--- src/rtl/led_pkg.sv ---
// Shared defaults, brightness ceiling helper and sequencing states for the LED trail PWM block.
package led_pkg;

  localparam int N_LEDS_DEF = 4;
  localparam int BW_DEF     = 4;

  typedef enum logic [0:0] {
    IDLE    = 1'b0,
    PENDING = 1'b1
  } state_e;

  function automatic int max_of(input int bw);
    return (1 << bw) - 1;
  endfunction

endpackage

--- src/rtl/led_pwm_channel.sv ---
// One LED channel: brightness register with afterglow decay and a registered PWM comparator.
module led_pwm_channel
  import led_pkg::*;
#(
  parameter int BW          = BW_DEF,
  parameter int DECAY_SHIFT = 1
) (
  input  logic          clock,
  input  logic          reset_n,
  input  logic          apply,
  input  logic          src,
  input  logic [BW-1:0] pwm_cnt,
  output logic          led
);

  localparam logic [BW-1:0] MAX = BW'(max_of(BW));

  logic [BW-1:0] bright_q, bright_d;
  logic          led_q, led_d;

  // Lit LEDs jump to full scale; unlit ones fade by a logical shift toward zero.
  always_comb begin
    bright_d = bright_q;
    if (apply) begin
      bright_d = src ? MAX : (bright_q >> DECAY_SHIFT);
    end
    led_d = (pwm_cnt < bright_q);
  end

  always_ff @(posedge clock or negedge reset_n) begin
    if (!reset_n) begin
      bright_q <= '0;
      led_q    <= 1'b0;
    end else begin
      bright_q <= bright_d;
      led_q    <= led_d;
    end
  end

  assign led = led_q;

endmodule

--- src/rtl/led_trail_pwm.sv ---
// Converts sequencer steps into per-LED afterglow brightness, applied only at PWM period boundaries.
module led_trail_pwm
  import led_pkg::*;
#(
  parameter int N_LEDS      = N_LEDS_DEF,
  parameter int BW          = BW_DEF,
  parameter int DECAY_SHIFT = 1
) (
  input  logic              clock,
  input  logic              reset_n,
  input  logic              step,
  input  logic [N_LEDS-1:0] light_in,
  output logic [N_LEDS-1:0] led_out,
  output logic              frame_start,
  output logic              update_pending
);

  localparam logic [BW-1:0] MAX = BW'(max_of(BW));

  logic [BW-1:0]     pwm_cnt_q, pwm_cnt_d;
  state_e            state_q, state_d;
  logic [N_LEDS-1:0] snap_q, snap_d;
  logic              frame_start_q, frame_start_d;
  logic              apply_cycle;
  logic              apply;
  logic [N_LEDS-1:0] src_vec;

  assign apply_cycle = (pwm_cnt_q == (MAX - 1'b1));

  always_comb begin
    pwm_cnt_d     = apply_cycle ? '0 : (pwm_cnt_q + 1'b1);
    frame_start_d = (pwm_cnt_q == '0);
  end

  // A step landing in the apply cycle is used directly; otherwise the latest snapshot wins.
  always_comb begin
    state_d = state_q;
    snap_d  = snap_q;
    case (state_q)
      IDLE: begin
        if (step && !apply_cycle) begin
          snap_d  = light_in;
          state_d = PENDING;
        end
      end
      PENDING: begin
        if (apply_cycle) begin
          state_d = IDLE;
        end else if (step) begin
          snap_d = light_in;
        end
      end
      default: state_d = IDLE;
    endcase
    apply   = apply_cycle && (step || (state_q == PENDING));
    src_vec = step ? light_in : snap_q;
  end

  always_ff @(posedge clock or negedge reset_n) begin
    if (!reset_n) begin
      pwm_cnt_q     <= '0;
      state_q       <= IDLE;
      snap_q        <= '0;
      frame_start_q <= 1'b0;
    end else begin
      pwm_cnt_q     <= pwm_cnt_d;
      state_q       <= state_d;
      snap_q        <= snap_d;
      frame_start_q <= frame_start_d;
    end
  end

  for (genvar i = 0; i < N_LEDS; i++) begin : g_chan
    led_pwm_channel #(
      .BW          (BW),
      .DECAY_SHIFT (DECAY_SHIFT)
    ) u_chan (
      .clock   (clock),
      .reset_n (reset_n),
      .apply   (apply),
      .src     (src_vec[i]),
      .pwm_cnt (pwm_cnt_q),
      .led     (led_out[i])
    );
  end

  assign frame_start    = frame_start_q;
  assign update_pending = (state_q == PENDING);

endmodule

--- config.mk ---
export PLATFORM = sky130hd
export DESIGN_NAME = led_trail_pwm
export DESIGN_NICKNAME = d
export VERILOG_FILES = /design/src/rtl/led_pkg.sv /design/src/rtl/led_pwm_channel.sv /design/src/rtl/led_trail_pwm.sv
export SDC_FILE = /design/constraint.sdc
export NUM_CORES = 1
export LEC_CHECK = 0
export CORE_MARGIN = 3
export CORE_UTILIZATION = 45
export CTS_CLUSTER_DIAMETER = 40
export DETAILED_ROUTE_END_ITERATION = 10
export MAX_ROUTING_LAYER = met4
export PLACE_DENSITY = 0.62
export SLEW_MARGIN = 5
export SYNTH_ARGS = -nofsm -noshare
export SYNTH_HDL_FRONTEND = slang
export SYNTH_SLANG_ARGS = --single-unit
--- constraint.sdc ---
create_clock -name clock -period 3.7 [get_ports clock]
set_clock_uncertainty 0.1 [all_clocks]
set_input_delay 0.925 -clock clock [delete_from_list [all_inputs] [get_ports clock]]
set_output_delay 0.925 -clock clock [all_outputs]
set_load 0.005 [all_outputs]
[After elaboration in Yosys (flattened, before gate mapping)]
Index checks and enable logic that the tools add are counted.
Storage, ports and cells
  register bits: 30
  input port bits: 7
  output and inout port bits: 6
  word-level logic and storage cells: 39
Operators by class
  add/sub/neg operators: 1
  $lt $le $gt $ge: 4
  equal/unequal tests: 3
  multiplexer cells: 12
  bitwise operators: 1
  reduce and logical (&&, ||, !) cells: 6
Operators with widths (number)
  4-bit 2-to-1 mux: 8
  4-bit less-than comparator: 4
  4-bit one-hot mux with 2 select lines: 1
  4-bit by 1-bit adder with 4-bit output (second input constant): 1
  4-bit equality test (second input constant): 1
  4-bit logical NOT: 1
  2-bit != test (second input constant): 2
  1-bit logical AND: 2
  1-bit 2-to-1 mux: 2
  1-bit one-hot mux with 2 select lines: 1
  2-bit AND reduction: 1
  1-bit logical NOT: 1
  1-bit logical OR: 1
  1-bit NOT: 1

[Logic depth before layout (Yosys ltp)]
Gate-level depths: netlist of the first run.
  depth after elaboration: 5
  gate-level depth with buffers: 5
  mapped depth without buffers: 4

[By module]
From an unflattened synthesis of the first run, not the netlist that was laid out.
Second synthesis, totals
  cells, all modules: 138
  area, all modules: 1468.9 µm²
By module, submodules not included
  led_pwm_channel: times used 4, cells each 25, area an instance 244.0 µm², sequential area each 125.1 µm²
  led_trail_pwm: times used 1, cells each 38, area an instance 493.0 µm², sequential area each 250.2 µm²

[Worst setup path after synthesis of the first run]
Ideal clock, no wire load.
  kind: in2reg
  from: input step
  to: register g_chan[0].u_chan.bright_q[0]
  library setup time: 125 ps
  arrival time: 1720 ps
  required time: 3475 ps
  setup slack: 1756 ps
  stages: 4
  path buffers: 1
  path through: buf_4 -> mux2i_1 -> nand2_1 -> mux2_2
On the way
  longest elaborated chain between the ends: 2
  elaborated cells on any way between the ends: 4
  classes of those cells: 2 x mux; 2 x reduce/logical
Ends and longest elaborated chain
  start, declared: line led_trail_pwm.sv:11  | input logic step,
  4-bit 2-to-1 mux / 1-bit logical OR (equally long branches)
  4-bit 2-to-1 mux / 1-bit logical AND (equally long branches): line led_pwm_channel.sv:25, led_trail_pwm.sv:55
  end signal, assigned: line led_pwm_channel.sv:35  | bright_q <= bright_d;
  end, declared: line led_pwm_channel.sv:18  | logic [BW-1:0] bright_q, bright_d;
Parallel ways exist; a longest one is shown, timed or not.
A chain may end at the register's enable or synchronous reset.

[Worst setup path after layout of the first run]
  from: input step
  to: register g_chan[3].u_chan.bright_q[0]
On the way
  longest elaborated chain between the ends: 2
  elaborated cells on any way between the ends: 4
  classes of those cells: 2 x mux; 2 x reduce/logical
Ends and longest elaborated chain (line)
  4-bit 2-to-1 mux / 1-bit logical OR (equally long branches)
  4-bit 2-to-1 mux / 1-bit logical AND (equally long branches): led_pwm_channel.sv:25, led_trail_pwm.sv:55
  end signal, assigned: led_pwm_channel.sv:35
  end, declared: led_pwm_channel.sv:18
Parallel ways exist; a longest one is shown, timed or not.

==> results, run 1 <==
- Across the run, the number of max-cap violations was 0.
- For this run, the share of the core covered by cells in the final layout is 54.8%.
- The post-route setup TNS is 0 ns.
- The placeable core region is approximately 3200 um^2.
- The top fanout value on the critical path is 7.
- The total number of vias is between 900 and 1000.
- The leakage power figure is 0.843 nW.
- The maximum resistive drop on vdd is 0.184 mV.
- The number of standard cells after synthesis is ~140.
- The number of cells on the worst reg-to-reg path is 3.
- The first-pass iteration count of the detailed router is 4.
- The half-perimeter wire length after detailed placement is 1910 um.
- The power per unit of standard cell area is approximately 370 nW/um^2.
- The run finished with clean final reports.
- Clock latency on the worst-skew pair, taken at its later pin, is approximately 0.34 ns.
- For this run, the number of standard cells in the final layout without fillers is about 190.
- The number of buffer and inverter stages on the critical path is 1.
- The total routed wirelength is 2740 um.
- The TritonCTS clock tree is done.
- The final count of pins violating max slew was 0.
- Of the total power, combinational logic draws about an eighth.
- The number of global-route vias before repair is a little over 1000.
- Data on the critical path is required at its endpoint by approximately 3.8 ns.
- The total clock sinks is 30.
- The die is ~65 um wide.
- The count of nets left with antenna violations once routing finished came out at 0.
- The maximum number of pins on one net before global-route repair is 31.
- The post-synthesis cell area is 1560 um^2.
- After detailed routing, the average wire length per cell comes to between 10 and 15 um.
- The analysis attributes to net switching a power of between 150 and 200 uW.
- The fmax is around 420 MHz.
- The post-CTS clock slew at the launch and capture registers of the worst setup and hold paths is roughly 0.08 ns.
- The worst setup slack after layout is between 1 and 1.5 ns.
- After layout, the worst path uses approximately 64% of the clock period.
- The total inserted antenna cells is 0.
- The final number of setup-violating endpoints is 0.
- The finished layout cell area is approximately 1700 um^2.
- The worst flop-to-flop path startpoint is pwm_cnt_q[2]$_DFF_PN0_.
- Of the total power, the share spent switching nets is 25.5%.
- The total CTS buffers is 5.
- The I/O pin total is 13.
- The number of placed instances, taps included, is 184.
- In the routed design, unresolved DRC markers number 0.
- In this run the number of H-tree levels came out at 2.
- The classification of the worst setup path is input pin to flop.
- The capturing element of the worst setup path is g_chan[3].u_chan.bright_q[0]$_DFFE_PN0P_.
- The chip height is around 65 um.
- The worst setup path is captured at a flop.
- In this run the cell area measured after placement is roughly 1700 um^2.
- The endpoint identified for the worst register-to-register timing path is g_chan[3].u_chan.bright_q[0]$_DFFE_PN0P_.
- The post-route minimum period is approximately 2.4 ns.
- For this design, the slowest cell found on the critical path is clkdlybuf4s50_1.
- The maximum clock path buffer count is 2.
- The total global routing overflow is 0.
- The worst slack after detailed placement is ~0.96 ns.
- The starting density of the core is about half.
- The type of the worst min-delay path is flop to flop.
- The number of buffer cells added on primary ports is 12.
- Setup repair after global routing left no endpoint under its margin.
- The mean cell area of the mapped netlist is between 10 and 15 um^2.
- The headroom to the max-slew limit is between 60% and 70%.
- The number of nets in the synthesized netlist is roughly 150.
- The cell at the root of the clock tree is clkbuf_4.
- At the pin with the least slew margin, the transition time is slightly above 0.5 ns.
- The final hold violation count is 0.
- The internal power of the cells is around 480 uW.
- The sequential cell fraction of total power is between 50% and 60%.
- The detailed-route vias per instance is between 5 and 6.
- The most critical setup path has its startpoint at step.
- The die covers ~4200 um^2.
- The clock network burns between 30% and 40% of the power.
- The count of hold-fix buffers inserted at cts is 0.
- The net count of the finished layout is between 150 and 200.
- The first-pass GRT wire length is 4790 um.
- The fraction of final layout cells sized beyond drive strength 1 is a little under an eighth.
- The flop and latch count out of synthesis is 30.
- In this run the register-to-register setup slack is between 1.5 and 2 ns.
- During synthesis, Yosys emitted a total of 0 warnings.
- The number of gates resized after CTS was 0.
- The first routing iteration left 38 violations.
- The number of antenna violations at the first check in global routing is 0.
- The peak per-stage delay on the critical path is about 0.80 ns.
- The number of post-CTS setup repair buffers is 0.
- The startpoint type of the worst setup path is an input pin.
- Global routing consumed, over all layers together, between 10% and 20% of the routing resources.
- The logic depth of the worst setup path including buffers is 4.
- The worst min-delay path startpoint is snap_q[0]$_DFFE_PN0P_.
- The data arrival time at the worst-slack endpoint is between 2 and 3 ns.
- The unique cell type count in the Yosys netlist is 20.
- The category of cells accounting for the largest share of critical-path delay is buffers and inverters.
- Routability-driven placement finished with a final weighted congestion of 0.748.
- The post-synthesis sequential area ratio is just under 50%.
- The initialized floorplan defines 20 standard-cell rows.
- The area growth from synthesis to layout is 11.4%.
- The critical path goes through clkdlybuf4s50_1 -> mux2i_1 -> nand2_1 -> mux2_2.
metrics by stage:
| stage | total power, mW | hold WS (ns) |
|---|---|---|
| after global placement | 0.439 | 0.378 |
| final | 0.639 | 0.398 |
| after global routing | 0.675 | 0.428 |
| after CTS | 0.646 | 0.404 |
| after detailed placement | 0.443 | 0.385 |
| after floorplan | 0.413 | 0.364 |
worst reg2reg max path: cells and delay by family, from the launching register on:
family / cells / cell delay [ns]
muxes: 1 / 0.37
and+or+nand+nor: 2 / 0.67
DFF: 1 / 0.66
final cells by class:
| cell class | instances | area [um^2] |
|---|---|---|
| fill | 295 | 1440 |
| sequential | 30 | 751 |
| multi-input combinational | 85 | 703 |
| timing repair buffer | 13 | 128 |
| clock buffer | 7 | 55.1 |
| tap | 44 | 55.1 |
| inverter | 12 | 45.0 |
| clock inverter | 1 | 5.00 |
routing by layer:
metal  global-route usage [%]  wire length [um]  part of all wire [%]
met1                     19.3              1280                    47
met5                        -                 0                     0
met3                     5.89               109                   4.0
met2                     23.9              1300                    48
met4                     5.54                42                   1.5
sequential cells by signal (all words and copies together), names as in the netlist:
signal                  cells
update_pending              1
g_chan.u_chan.bright_q     16
g_chan.u_chan.led           4
pwm_cnt_q                   4
snap_q                      4
frame_start                 1
power by group through the flow:
stage / registers, mW / logic, mW / clock network (mW)
finish: 0.357 / 0.0783 / 0.204
global placement: 0.363 / 0.0765 / 0
CTS: 0.357 / 0.0801 / 0.209
detailed placement: 0.363 / 0.0796 / 0
global route: 0.359 / 0.0909 / 0.225
floorplan: 0.361 / 0.0515 / 0
kinds of logic after synthesis:
kind of cell,share of synthesized area (%)
compound gates,13.7
fa+ha+maj,9.61
buf+inv,6.97
flops,48.0
mux,11.6
simple gates,10.1
cells in the mapped netlist:
cell      instances  area [um^2]
mux2_2            5         56.3
buf_4             5         37.5
nand2_1          12         45.0
a31oi_1           1         6.26
clkbuf_1          1         3.75
a211o_1           8         70.1
o21ai_0          11         55.1
buf_6             2         22.5
nor2_8            2         40.0
inv_1            12         45.0
nand2b_1          5         31.3
dfrtp_1          30          751
nand2_4           1         11.3
o21a_1            5         37.5
nand4b_4          1         23.8
a21oi_1           9         45.0
ha_1             12          150
mux2_1            4         45.0
nor4_1            1         6.26
mux2i_1           8         80.1
how the worst min path moves through the flow:
stage,slack [ns],end,cells after the start
3_3_place_gp,0.38,snap_q[1]$_DFFE_PN0P_,1
3_5_place_dp,0.38,snap_q[0]$_DFFE_PN0P_,1
5_1_grt,0.43,snap_q[0]$_DFFE_PN0P_,1
6_report,0.40,snap_q[0]$_DFFE_PN0P_,1
4_1_cts,0.40,snap_q[0]$_DFFE_PN0P_,1
2_1_floorplan,0.36,snap_q[0]$_DFFE_PN0P_,1
layout by cell type, fill, tap and decap left out:
cell	instances
dfrtp_1	30
inv_1	12
nand2_1	12
ha_1	12
clkdlybuf4s50_1	12
o21ai_0	11
a21oi_1	9
mux2i_1	8
a211o_1	8
mux2_2	5
nand2b_1	5
o21a_1	5
clkbuf_4	5
mux2_1	4
nor2_8	2
a31oi_1	1
nor4_1	1
nand4b_4	1
nand2_4	1
clkbuf_1	1
clkinv_2	1
clkbuf_8	1
buf_4	1
(Power assumes the default switching activity.)
==> run 2: changes to the inputs <==
--- a/config.mk
+++ b/config.mk
@@ -10,7 +10,7 @@
 export CTS_CLUSTER_DIAMETER = 40
 export DETAILED_ROUTE_END_ITERATION = 10
 export MAX_ROUTING_LAYER = met4
-export PLACE_DENSITY = 0.62
+export PLACE_DENSITY = 0.65
 export SLEW_MARGIN = 5
 export SYNTH_ARGS = -nofsm -noshare
 export SYNTH_HDL_FRONTEND = slang
==> constraint.sdc (replaced) <==
create_clock -name clock -period 2.03 [get_ports clock]
set_clock_uncertainty 0.1 [all_clocks]
set_input_delay 0.5075 -clock clock [delete_from_list [all_inputs] [get_ports clock]]
set_output_delay 0.5075 -clock clock [all_outputs]
set_load 0.005 [all_outputs]
==> results, run 2 (synthesis results as in run 1) <==
- The routability-driven placement congestion ratio was 0.736 (-1.6%).
- Setup repair after global routing left no endpoint under its margin.
- The total CTS buffers was 5 (unchanged).
- The tree is rooted in a clkbuf_4.
- The sequential cell fraction of total power was 58.3% (+2.5 points).
- The number of antenna violations at the first check in global routing is 0 (unchanged).
- The total routed wirelength was 2830 um (+3.2%).
- The latest clock arrival within the worst-skew pair was 0.32 ns (-0.02 ns).
- The startpoint type of the worst setup path is a flop.
- Based on the critical path, the design can be clocked at up to approximately 510 MHz.
- The total number of vias was 1033 (+6.4%).
- The count of cells resized by post-cts repair came to 0 (unchanged).
- The register-to-register setup slack is 0.56 ns (-1.22 ns).
- The number of global-route vias before repair was 1063 (+5.7%).
- The type of the worst min-delay path is flop to flop.
- The I/O pin total is 13 (unchanged).
- The number of buffer and inverter stages on the critical path is 1 (unchanged).
- The relative contribution of the clock network to total power is 27.9% (-4.0 points).
- The first-pass iteration count of the detailed router is 4 (unchanged).
- TritonCTS built the clock tree.
- The data arrival time at the worst-slack endpoint was 1.34 ns (-1.16 ns).
- The reported net switching power was 274 uW (+68%).
- The logic depth of the worst register-to-register path was 3 (unchanged).
- The data required time of the critical path is 1.42 ns (-2.39 ns).
- The worst setup path is captured at an output port.
- The final count of pins violating max slew is 0 (unchanged).
- The number of cell rows came to 20 (unchanged).
- The fraction of final layout cells sized beyond drive strength 1 is 16.5% (+5.0 points).
- The maximum clock path buffer count is 2 (unchanged).
- The overall die area was 4220 um^2 (unchanged).
- The H-tree depth is 2 (unchanged).
- The maximum resistive drop on vdd was 0.344 mV (+87%).
- The count of fill cells added during filler insertion is 265 (-10%).
- The slowest stage of the critical path belongs to the cell clkdlybuf4s50_1.
- The placement-stage cell area is 1780 um^2 (+5.7%).
- The number of nets with antenna violations after routing is 0 (unchanged).
- The first-pass GRT wire length is 4920 um (+2.7%).
- The power per unit of standard cell area is 611 nW/um^2 (+67%).
- The total global routing overflow was 0 (unchanged).
- The worst flop-to-flop path startpoint is pwm_cnt_q[0]$_DFF_PN0_.
- The final non-filler cell total is 202 (+5.2%).
- The number of flip-flops under the largest register name is 16 (unchanged).
- The net count of the finished layout is 177 (+6.6%).
- The headroom to the max-slew limit was 74.6% (+9.4 points).
- The multi-input logic area is 703 um^2 (unchanged).
- The post-CTS clock slew at the launch and capture registers of the worst setup and hold paths came to 0.08 ns (about the same).
- The number of placed instances with taps included is 195 (+6.0%).
- The combinational fraction of design power came to 13.8% (+1.5 points).
- The run finished with clean final reports.
- The final hold violation count is 0 (unchanged).
- The worst min-delay path startpoint is snap_q[3]$_DFFE_PN0P_.
- The endpoint identified for the worst register-to-register timing path is g_chan[2].u_chan.bright_q[0]$_DFFE_PN0P_.
- The starting density of the core is 49.2% (unchanged).
- The detailed-route vias per instance is 5.11 (+1.1%).
- The most frequent standard cell in the layout excluding fill and tap cells is dfrtp_1.
- The category of cells accounting for the largest share of critical-path delay is buffers and inverters.
- The die width was 64.9 um (unchanged).
- The post-route minimum period is slightly below 2 ns.
- The switching part of the total power is 24.6% (-0.85 points).
- The internal power of the cells came to 840 uW (+76%).
- Leaving out fill and tap cells, the most frequent cells in the layout are 30 x dfrtp_1, 12 x inv_1, 12 x nand2_1, 12 x ha_1, 12 x clkdlybuf4s50_1.
- The total inserted antenna cells is 0 (unchanged).
- The final number of setup-violating endpoints is 0 (unchanged).
- The leakage power figure is 0.893 nW (+5.9%).
- The DRC marker count from the first detailed-route iteration came to 52 (+37%).
- The number of post-CTS setup repair buffers is 0 (unchanged).
- The setup path with the least slack is of type flop to output port.
- The peak per-stage delay on the critical path is 0.55 ns (-0.25 ns).
- The chip height was 64.9 um (unchanged).
- Traced cell by cell, the critical path runs through clkdlybuf4s50_1.
- The finished layout cell area is 1820 um^2 (+4.6%).
- g_chan.u_chan.bright_q holds more flip-flops than any other register.
- The number of remaining DRC errors is 0 (unchanged).
- The number of buffer cells added on primary ports came to 12 (unchanged).
- The half-perimeter wire length after detailed placement came to 2060 um (+8.0%).
- The combined global-route utilization of all metal layers is 16.0% (+0.22 points).
- The top fanout value on the critical path is 3 (-4).
- The total clock sinks is 30 (unchanged).
- The worst hold endpoint is snap_q[3]$_DFFE_PN0P_.
- The final critical path takes up between 90% and 100% of the cycle.
- The placeable core region is 3180 um^2 (unchanged).
- The area used by sequential logic in the layout is 751 um^2 (unchanged).
- The count of hold-fix buffers inserted at cts is 0 (unchanged).
- The number of violations of the max-capacitance limit is 0 (unchanged).
- The number of cells traversed by the worst hold path is 1 (unchanged).
- The maximum number of pins on one net before global-route repair was 31 (unchanged).
- The pin slew with the least headroom to its limit is 0.381 ns (-0.139 ns).
- The detailed-route wire length per cell came to 14.0 um (-1.9%).
- Compared with the post-synthesis result, the final layout area differs by 16.6%.
[run 2: worst max-delay path by stage]
stage,startpoint,endpoint,slack (ns),depth (start not counted)
6_report,update_pending$_DFF_PN0_,update_pending,0.08,1
3_3_place_gp,step,g_chan[1].u_chan.bright_q[0]$_DFFE_PN0P_,-0.04,5
5_1_grt,update_pending$_DFF_PN0_,update_pending,0.01,1
4_1_cts,update_pending$_DFF_PN0_,update_pending,0.04,1
3_5_place_dp,step,g_chan[1].u_chan.bright_q[0]$_DFFE_PN0P_,-0.05,5
2_1_floorplan,step,g_chan[0].u_chan.bright_q[0]$_DFFE_PN0P_,0.50,4
[run 2: cell type report]
class / count / area share (%)
Clock buffer: 7 / 2.47
Inverter: 12 / 2.47
Multi-Input combinational cell: 85 / 38.6
Sequential cell: 30 / 41.2
Timing Repair Buffer: 24 / 12.2
Tap cell: 44 / 3.02
[run 2: routing by layer]
layer	GRT usage [%]	part of all wire [%]	up-vias
li1	-	-	510
met1	18.3	43	499
met2	24.6	50	16
met3	6.59	4.9	8
met4	6.86	1.9	0
met5	-	0	-
[run 2: power by group through the flow]
stage / Combinational [mW] / Sequential, mW / Clock, mW
final: 0.154 / 0.649 / 0.311
after floorplan: 0.0939 / 0.659 / 0
after CTS: 0.156 / 0.650 / 0.332
after detailed placement: 0.155 / 0.662 / 0
after global placement: 0.149 / 0.661 / 0
after global routing: 0.176 / 0.654 / 0.362
[run 2: through the flow]
stage / setup slack, ns / util, % / total power, mW / hold WS, ns / TNS [ns]
after global routing: 0.0106 / 57.3 / 1.19 / 0.435 / 0
after floorplan: 0.503 / - / 0.753 / 0.112 / 0
after detailed placement: -0.0465 / 55.9 / 0.817 / 0.385 / -0.0848
final: 0.0787 / 57.3 / 1.11 / 0.400 / 0
after global placement: -0.0354 / 55.9 / 0.810 / 0.376 / -0.0511
after CTS: 0.0432 / 57.3 / 1.14 / 0.404 / 0
==> run 3: changes to the inputs <==
--- a/config.mk
+++ b/config.mk
@@ -10,7 +10,7 @@
 export CTS_CLUSTER_DIAMETER = 40
 export DETAILED_ROUTE_END_ITERATION = 10
 export MAX_ROUTING_LAYER = met4
-export PLACE_DENSITY = 0.65
+export PLACE_DENSITY = 0.75
 export SLEW_MARGIN = 5
 export SYNTH_ARGS = -nofsm -noshare
 export SYNTH_HDL_FRONTEND = slang
==> results, run 3 (synthesis results as in run 1) <==
- The flow ran to the end, and the final reports show no timing, DRC or antenna violations.
- The cell with the largest stage delay on the worst path is clkdlybuf4s50_1.
- The final hold violation count came to 0 (unchanged).
- The top fanout value on the critical path was 3 (unchanged).
- The fmax came to 526 MHz (+2.6%).
- The headroom to the max-slew limit is 74.9% (+0.31 points).
- The internal power of the cells came to 841 uW (+0.18%).
- The detailed-route wire length per cell is 14.8 um (+6.0%).
- The logic depth of the worst register-to-register path is 4 (+1).
- The number of buffer and inverter stages on the critical path is 1 (unchanged).
- The number of nets with antenna violations after routing is 0 (unchanged).
- In the layout the commonest cells are 29 x dfrtp_1, 13 x buf_4.
- The number of cell rows is 20 (unchanged).
- The total number of vias is 1074 (+4.0%).
- Broken down by cell family, the worst path's largest delay share belongs to buffers and inverters.
- The final number of setup-violating endpoints is 0 (unchanged).
- The power per unit of standard cell area is 621 nW/um^2 (+1.6%).
- TritonCTS built the clock tree.
- The data arrival time at the worst-slack endpoint is 1.29 ns (-0.05 ns).
- The reported net switching power came to 287 uW (+4.9%).
- The number of antenna violations at the first check in global routing was 0 (unchanged).
- The net count of the finished layout is 178 (+0.56%).
- The critical path in this run is classified as flop to output port.
- STA classifies the critical path endpoint as an output port.
- The starting density of the core is 49.2% (unchanged).
- The I/O pin total came to 13 (unchanged).
- The signal on the critical path passes through clkdlybuf4s50_1.
- Setup repair after global routing left no endpoint under its margin.
- The min-delay analysis places its worst path in the category flop to flop.
- The data required time of the critical path came to 1.42 ns (about the same).
- The number of global-route vias before repair is 1150 (+8.2%).
- The maximum number of pins on one net before global-route repair came to 31 (unchanged).
- The number of remaining DRC errors came to 0 (unchanged).
- The peak per-stage delay on the critical path was 0.53 ns (-0.02 ns).
- The post-route minimum period is 1.90 ns (-0.0490 ns).
- The number of buffer cells added on primary ports was 12 (unchanged).
- The switching part of the total power is 25.5% (+0.86 points).
- The overall die area is 4220 um^2 (unchanged).
- The critical path ends at update_pending.
- The total routed wirelength came to 3010 um (+6.5%).
- The combined global-route utilization of all metal layers is 17.2% (+1.2 points).
- The logic depth of the worst setup path including buffers is 1 (unchanged).
- The cell at the root of the clock tree is clkbuf_4.
- The critical path starts at update_pending$_DFF_PN0_.
- The sequential cell fraction of total power is 57.7% (-0.6 points).
- The maximum clock path buffer count is 2 (unchanged).
- The leakage power figure is 0.893 nW (about the same).
- The fraction of final layout cells sized beyond drive strength 1 was 17.6% (+1.2 points).
- The half-perimeter wire length after detailed placement is 2240 um (+8.6%).
- The DRC marker count from the first detailed-route iteration is 26 (-50%).
- The final hold slack is 0.401 ns (+0.00141 ns).
- The maximum resistive drop on vdd is 0.376 mV (+9.4%).
- The H-tree depth is 2 (unchanged).
- The area growth from synthesis to layout is 16.3%.
- The die width is 64.9 um (unchanged).
- The final count of pins violating max slew is 0 (unchanged).
- The placeable core region is 3180 um^2 (unchanged).
- The chip height was 64.9 um (unchanged).
- The capture instance of the worst register-to-register path is g_chan[1].u_chan.bright_q[3]$_DFFE_PN0P_.
- The worst flop-to-flop path startpoint is pwm_cnt_q[0]$_DFF_PN0_.
- The combinational fraction of design power is 13.9% (about the same).
- The number of violations of the max-capacitance limit is 0 (unchanged).
- The post-CTS clock slew at the launch and capture registers of the worst setup and hold paths is 0.09 ns (about the same).
- The total CTS buffers is 5 (unchanged).
- The relative contribution of the clock network to total power came to 28.4% (+0.5 points).
- The overall power after layout came to 1.13 mW (+1.3%).
- The routability-driven placement congestion ratio is 0.727 (-1.3%).
- The number of cells traversed by the worst hold path is 1 (unchanged).
- The most frequent standard cell in the layout excluding fill and tap cells is dfrtp_1.
- Ranked by flip-flop count, first place goes to g_chan.u_chan.bright_q.
- The first-pass iteration count of the detailed router is 4 (unchanged).
- The pin slew with the least headroom to its limit is 0.366 ns (-0.0151 ns).
- The first-pass GRT wire length was 5240 um (+6.6%).
- The detailed-route vias per instance was 5.29 (+3.5%).
- The total inserted antenna cells was 0 (unchanged).
- The post-route setup TNS is 0 ns (unchanged).
- The register-to-register setup slack was 0.40 ns (-0.16 ns).
- The total global routing overflow is 0 (unchanged).
- The total clock sinks is 30 (unchanged).
- The worst setup path is launched from a flop.
- The latest clock arrival within the worst-skew pair came to 0.33 ns (about the same).
- The number of flip-flops under the largest register name is 16 (unchanged).
- The period utilization is 93.7% (-2.4 points).
[run 3: cell count changes in the layout (fill, tap and decap cells not counted), sizes merged]
cell / previous run / this run
buf: 12 / 13
[run 3: worst min path at each step]
stage / end / from / slack (ns)
floorplan: frame_start$_DFF_PN0_ / reset_n / 0.11
global placement: snap_q[3]$_DFFE_PN0P_ / snap_q[3]$_DFFE_PN0P_ / 0.37
detailed placement: snap_q[2]$_DFFE_PN0P_ / snap_q[2]$_DFFE_PN0P_ / 0.39
CTS: snap_q[0]$_DFFE_PN0P_ / snap_q[0]$_DFFE_PN0P_ / 0.41
global route: snap_q[0]$_DFFE_PN0P_ / snap_q[0]$_DFFE_PN0P_ / 0.42
finish: snap_q[0]$_DFFE_PN0P_ / snap_q[0]$_DFFE_PN0P_ / 0.40
[run 3: cell type report]
type / count / area [um^2]
Clock buffer: 7 / 45.0
Fill cell: 293 / 1360
Inverter: 12 / 45.0
Multi-Input combinational cell: 85 / 703
Sequential cell: 30 / 752
Tap cell: 44 / 55.1
Timing Repair Buffer: 25 / 218
[run 3: what timing repair did]
item | in CTS | in global routing
resized for setup | 0 | 1
buffers inserted | 0 | 0
hold buffers | 0 | 0
endpoints found under the setup margin | 0 | 1
[run 3: metal layers]
| layer | vias to the layer above | wire length [um] | global-route usage (%) |
|---|---|---|---|
| met3 | 9 | 96 | 5.89 |
| met4 | 0 | 80 | 8.71 |
| met1 | 541 | 1230 | 18.0 |
| li1 | 512 | - | - |
| met5 | - | 0 | - |
| met2 | 12 | 1600 | 28.7 |
[run 3: power by group through the flow]
| stage | Clock [mW] | Combinational, mW | Sequential [mW] |
|---|---|---|---|
| after floorplan | 0 | 0.0939 | 0.659 |
| after global placement | 0 | 0.147 | 0.661 |
| after detailed placement | 0 | 0.159 | 0.663 |
| after CTS | 0.337 | 0.161 | 0.651 |
| after global routing | 0.368 | 0.178 | 0.656 |
| final | 0.321 | 0.157 | 0.651 |
[run 3: per-stage QoR]
| step | setup WS [ns] | std cells | util [%] | instance area, um^2 |
|---|---|---|---|---|
| floorplan | 0.503 | 135 | - | 1560 |
| global placement | 0.0318 | 196 | 55.7 | 1770 |
| detailed placement | -0.0418 | 196 | 55.7 | 1770 |
| CTS | 0.0326 | 203 | 57.2 | 1820 |
| global route | 0.0615 | 203 | 57.2 | 1820 |
| finish | 0.128 | 203 | 57.2 | 1820 |
